==> src/rtl/fu_arbiter.sv <==
`default_nettype none
// ============================================================================
// Module   : fu_arbiter
// Purpose  : Two-requester round-robin arbiter in front of a single function
//            unit. Accepts one operation at a time, holds its operands in
//            registers while the unit works, waits FU_LAT cycles, captures the
//            result for the granted requester and holds it until acknowledged.
// Ports    : CLK/RESET             clock, synchronous active-high reset
//            reqN_valid/ready      request handshake per requester
//            reqN_A/B/SH/FS        operands, shift amount, function select
//            respN_valid/F/flags   captured result {Z,C,N,V} per requester
//            respN_ack             response consumed
//            fu_A/B/SH/FS          registered operands to the function unit
//            fu_F, fu_Z/C/N/V      function-unit result and flags
//            busy                  an operation is in flight
// Revision : 1.0 - initial release
// ============================================================================
module fu_arbiter #(
    parameter int FU_LAT = 1
) (
    input  logic        CLK,
    input  logic        RESET,
    input  logic        req0_valid,
    input  logic        req1_valid,
    input  logic [31:0] req0_A,
    input  logic [31:0] req0_B,
    input  logic [31:0] req1_A,
    input  logic [31:0] req1_B,
    input  logic [4:0]  req0_SH,
    input  logic [4:0]  req1_SH,
    input  logic [4:0]  req0_FS,
    input  logic [4:0]  req1_FS,
    output logic        req0_ready,
    output logic        req1_ready,
    output logic        resp0_valid,
    output logic        resp1_valid,
    output logic [31:0] resp0_F,
    output logic [31:0] resp1_F,
    output logic [3:0]  resp0_flags,
    output logic [3:0]  resp1_flags,
    input  logic        resp0_ack,
    input  logic        resp1_ack,
    output logic [31:0] fu_A,
    output logic [31:0] fu_B,
    output logic [4:0]  fu_SH,
    output logic [4:0]  fu_FS,
    input  logic [31:0] fu_F,
    input  logic        fu_Z,
    input  logic        fu_C,
    input  logic        fu_N,
    input  logic        fu_V,
    output logic        busy
);

    // Counter is loaded with FU_LAT-1 so that capture lands FU_LAT edges
    // after the accept edge.
    localparam logic [1:0] c_CNT_INIT = 2'(FU_LAT - 1);

    typedef enum logic [1:0] {
        S_IDLE = 2'd0,
        S_EXEC = 2'd1,
        S_RESP = 2'd2
    } state_t;

    state_t      r_state;
    logic        r_last_grant;
    logic        r_grant;
    logic [1:0]  r_cnt;
    logic [31:0] r_op_A;
    logic [31:0] r_op_B;
    logic [4:0]  r_op_SH;
    logic [4:0]  r_op_FS;
    logic        r_resp0_valid;
    logic        r_resp1_valid;
    logic [31:0] r_resp0_F;
    logic [31:0] r_resp1_F;
    logic [3:0]  r_resp0_flags;
    logic [3:0]  r_resp1_flags;

    logic        w_idle;
    logic        w_grant0;
    logic        w_grant1;
    logic        w_ack;
    logic [3:0]  w_fu_flags;

    // Ready is suppressed during reset so nothing appears accepted at an
    // edge that reset overrides anyway.
    assign w_idle     = (r_state == S_IDLE) && !RESET;
    // On a tie the requester that did not win last time is granted.
    assign w_grant0   = w_idle && req0_valid && (!req1_valid || r_last_grant);
    assign w_grant1   = w_idle && req1_valid && (!req0_valid || !r_last_grant);
    // Only the granted requester's ack can close the response phase.
    assign w_ack      = r_grant ? resp1_ack : resp0_ack;
    assign w_fu_flags = {fu_Z, fu_C, fu_N, fu_V};

    always_ff @(posedge CLK) begin
        if (RESET) begin
            r_state       <= S_IDLE;
            r_last_grant  <= 1'b1;
            r_grant       <= 1'b0;
            r_cnt         <= 2'd0;
            r_op_A        <= 32'd0;
            r_op_B        <= 32'd0;
            r_op_SH       <= 5'd0;
            r_op_FS       <= 5'd0;
            r_resp0_valid <= 1'b0;
            r_resp1_valid <= 1'b0;
            r_resp0_F     <= 32'd0;
            r_resp1_F     <= 32'd0;
            r_resp0_flags <= 4'd0;
            r_resp1_flags <= 4'd0;
        end else begin
            case (r_state)
                S_IDLE: begin
                    if (w_grant0 || w_grant1) begin
                        r_op_A       <= w_grant1 ? req1_A  : req0_A;
                        r_op_B       <= w_grant1 ? req1_B  : req0_B;
                        r_op_SH      <= w_grant1 ? req1_SH : req0_SH;
                        r_op_FS      <= w_grant1 ? req1_FS : req0_FS;
                        r_grant      <= w_grant1;
                        r_last_grant <= w_grant1;
                        r_cnt        <= c_CNT_INIT;
                        r_state      <= S_EXEC;
                    end
                end
                S_EXEC: begin
                    if (r_cnt == 2'd0) begin
                        if (r_grant) begin
                            r_resp1_F     <= fu_F;
                            r_resp1_flags <= w_fu_flags;
                            r_resp1_valid <= 1'b1;
                        end else begin
                            r_resp0_F     <= fu_F;
                            r_resp0_flags <= w_fu_flags;
                            r_resp0_valid <= 1'b1;
                        end
                        r_state <= S_RESP;
                    end else begin
                        r_cnt <= r_cnt - 2'd1;
                    end
                end
                S_RESP: begin
                    if (w_ack) begin
                        r_resp0_valid <= 1'b0;
                        r_resp1_valid <= 1'b0;
                        r_state       <= S_IDLE;
                    end
                end
                default: r_state <= S_IDLE;
            endcase
        end
    end

    assign req0_ready  = w_grant0;
    assign req1_ready  = w_grant1;
    assign resp0_valid = r_resp0_valid;
    assign resp1_valid = r_resp1_valid;
    assign resp0_F     = r_resp0_F;
    assign resp1_F     = r_resp1_F;
    assign resp0_flags = r_resp0_flags;
    assign resp1_flags = r_resp1_flags;
    assign fu_A        = r_op_A;
    assign fu_B        = r_op_B;
    assign fu_SH       = r_op_SH;
    assign fu_FS       = r_op_FS;
    assign busy        = (r_state != S_IDLE) && !RESET;

endmodule
`default_nettype wire

==> config.mk <==
export PLATFORM = sky130hd
export DESIGN_NAME = fu_arbiter
export DESIGN_NICKNAME = d
export VERILOG_FILES = /design/src/rtl/fu_arbiter.sv
export SDC_FILE = /design/constraint.sdc
export NUM_CORES = 1
export LEC_CHECK = 0
export CORE_MARGIN = 2
export CORE_UTILIZATION = 35
export DETAILED_ROUTE_END_ITERATION = 16
export GPL_TIMING_DRIVEN = 0
export HOLD_SLACK_MARGIN = 0.05
export PLACE_DENSITY_LB_ADDON = 0.08
export SYNTH_ARGS = -nofsm -noshare
export SYNTH_HDL_FRONTEND = slang
export SYNTH_SLANG_ARGS = --single-unit
==> constraint.sdc <==
create_clock -name CLK -period 3.2 [get_ports CLK]
set_input_delay 0.32 -clock CLK [delete_from_list [all_inputs] [get_ports CLK]]
set_output_delay 0.32 -clock CLK [all_outputs]
set_load 0.005 [all_outputs]
==> metrics.txt <==
post-cts repair resize count=0; final critical delay including setup and external delays=2870 ps; data arrival time of the worst path=2550 ps; Setup Skew=~11 ps; number of global-route vias before repair=between 7k and 8k; leakage dissipation=~3.6 nW; number of buffers between clock root and the deepest sink=2; nets in the synthesized netlist=roughly 990; power share of the clock group=0.361; data required time of the critical path=2880 ps; proportion of netlist area held by the largest area contributor=0.464; CP peak stage delay=roughly 600 ps; cell taking the most area after synthesis=dfxtp_1; Iter 0 DRT Violations=approximately 370; number of hold-slack violations in the final timing report=0; routability congestion estimate from global placement=~0.8; internal power of the cells=0.00376 W; smallest hold slack=452 ps; post-placement cell area=approximately 0.010 mm2; total via count in the routed design=roughly 7.4k; buffers inserted by post-CTS timing repair=0; number of antenna violations at the first check in global routing=1; prevailing post-synth register cell=dfxtp_1; post-CTS clock slew at the launch and capture registers of the worst setup and hold paths=about 60 ps; setup repair after global routing missed its margin=false; number of max-slew violations in the final report=0; transition at the pin with the smallest max-transition slack=~690 ps; height of the die=~140 um; worst-path fanout max=10; worst slew slack as a fraction of its limit=0.538; width of the die=approximately 140 um; Syn. warnings=0; cell with the most instances after synthesis=dfxtp_1; Post-Syn Instances=798; total DRC errors in the routed layout=0; number of clock sinks seen by CTS=approximately 150; maximum number of pins on one net before global-route repair=17; count of pins on the block boundary=341; post-route setup TNS=0 ps; area growth from synthesis to final layout=64.0%; full die area=between 0.02 and 0.025 mm2; GRT Util Overall=0.246; worst skew pair latency=~430 ps; cts hold-fix bufs=0; leading cell types by total area after synthesis=dfxtp_1, a21oi_1, nand2_1, a311oi_1, a311oi_2; first-pass detailed-route iteration total=5; Vias per Instance=roughly 5.3; worst vdd ir=approximately 0.35 mV; class of the tightest hold or removal check=flop to flop; number of buffers created by CTS=17; number of nets in the final layout=around 1.3k; Finished Cell Area=roughly 0.011 mm2; Max H-tree Level=4; clock tree from TritonCTS=yes; Yosys cell types=34; first-pass GRT wire length=roughly 39000 um; final setup violating endpoints=0; initial core utilization=0.357; kind of launch point of the worst setup path=input pin; top cell family by delay on the critical path=buffers and inverters; achievable clock frequency=348 MHz; Commonest cells post-synth=dfxtp_1, a21oi_1, nand2_1; worst-path cell chain=clkdlybuf4s50_1 -> or3_1 -> buf_2 -> clkbuf_1 -> a211oi_2 -> clkdlybuf4s50_1; standard cell with the maximum stage delay on the critical path=clkdlybuf4s50_1; most common cell type on the critical path=clkdlybuf4s50_1; Post-Synthesis Mean Instance Area=between 8 and 9 um2; Synth Cell Area=about 0.0066 mm2; total detailed-routing wirelength=about 25000 um; leftover overflow at the end of global routing=0; sequential fraction of design power=0.404; Crit path buffers/inverters=4; Seq cells post-synth=between 150 and 200; final period utilization=0.897; kind of end point of the critical path=output port; share of total power in combinational logic=0.235; Worst Path Class, Setup=input pin to output port; HPWL reported at the end of detailed placement=between 15000 and 20000 um; ratio of cells with drive above 1 in the final layout=0.0915; clock root buffer master=clkbuf_16; Power Density=488 mW/mm2; number of nets still failing antenna checks after routing=0; fraction of the yosys area taken by sequential cells=0.464; post-detailed-route wirelength per cell=18.1 um; Core Area=0.0186 mm2; number of input and output port buffers inserted=340; Sw Pwr=0.00156 W; switching fraction of total power=0.293; Async S/R FF share, synth=0; outcome=complete, no violations; max-capacitance violation count=0; number of synthesized flops with an enable pin=0; num rows=50
==> power by group through the flow <==
stage                     Combinational (W)  Clock, W  Sequential, W
after floorplan                    0.000524         0        0.00220
after global placement              0.00125         0        0.00219
after detailed placement            0.00125         0        0.00219
after CTS                           0.00126   0.00196        0.00215
after global routing                0.00135   0.00204        0.00217
final                               0.00125   0.00192        0.00215
==> routing by layer <==
metal  track usage  vias up  wire length [um]
met5             0        -                 0
li1              -     3604                 -
met1         0.286     3429             10300
met3        0.0766       49              2070
met4         0.103        0               803
met2         0.418      307             12300
==> logic make-up (layout without fill, tap and decap cells) <==
group	after synthesis	count (layout)	synth area share
compound gates	310	310	0.304
fa+ha+maj	1	1	0.00188
buf+inv	96	468	0.0721
flops	154	154	0.464
mux	1	1	0.00151
other cells	0	1	0
simple gates	236	236	0.157
==> cell type report <==
class                           count  area [um2]
Fill cell                        1725        7740
Timing Repair Buffer              340        3400
Multi-Input combinational cell    548        3080
Sequential cell                   154        3080
Buffer                             91         460
Clock buffer                       17         425
Tap cell                          234         293
Clock inverter                     15         128
Inverter                            5        18.8
Antenna cell                        1        2.50
==> layout by cell type (no fill, tap or decap), drive strengths merged <==
| master | netlist | layout |
|---|---|---|
| nor3 | 1 | 1 |
| o211ai | 2 | 2 |
| a21boi | 1 | 1 |
| clkinvlp | 0 | 3 |
| ha | 1 | 1 |
| a211oi | 1 | 1 |
| or3 | 1 | 1 |
| and4b | 1 | 1 |
| a21bo | 1 | 1 |
| nand3 | 74 | 74 |
| clkinv | 0 | 3 |
| a21oi | 152 | 152 |
| o22ai | 1 | 1 |
| nand4bb | 1 | 1 |
| o32ai | 1 | 1 |
| nor4bb | 1 | 1 |
| nor2 | 5 | 5 |
| a311oi | 74 | 74 |
| or2 | 2 | 2 |
| nand2b | 2 | 2 |
| dfxtp | 154 | 154 |
| nand3b | 2 | 2 |
| mux2i | 1 | 1 |
| diode | 0 | 1 |
| o21ai | 77 | 77 |
| or3b | 1 | 1 |
| nand2 | 144 | 144 |
| inv | 5 | 14 |
| clkbuf | 44 | 61 |
| nand4b | 1 | 1 |
| buf | 47 | 47 |
| clkdlybuf4s50 | 0 | 340 |
==> worst register-to-register path, stage by stage, from the launching register on <==
cell and delay (ps):
dfxtp_1 330, inv_1 60, ha_1 260, nand4b_1 410, clkbuf_1 440, nand2_1 100, a21oi_1 150
==> flip-flops by register name, indices dropped and copies added (netlist names), 4 cells and up <==
register / flops
fu_A: 32
fu_B: 32
fu_FS: 5
fu_SH: 5
resp0_F: 32
resp0_flags: 4
resp1_F: 32
resp1_flags: 4
==> metrics by stage <==
stage / power [W] / setup slack [ps] / std cells / utilization
after global placement: 0.00344 / 326 / 1372 / 0.555
after floorplan: 0.00272 / 1680 / 798 / -
final: 0.00532 / 330 / 1405 / 0.585
after global routing: 0.00556 / 195 / 1405 / 0.585
after CTS: 0.00537 / 314 / 1404 / 0.584
after detailed placement: 0.00344 / 327 / 1372 / 0.555
==> worst paths after layout <==
kind                            cells past startpoint  slack (ps)           to         from
worst max-delay path                                6         330   req0_ready        RESET
worst min-delay path                                2         450  resp1_F[19]  resp1_F[19]
worst max register to register                      6        1400  resp1_F[21]     r_cnt[0]
worst min register to register                      2         450  resp1_F[19]  resp1_F[19]
(Power assumes the default switching activity.)
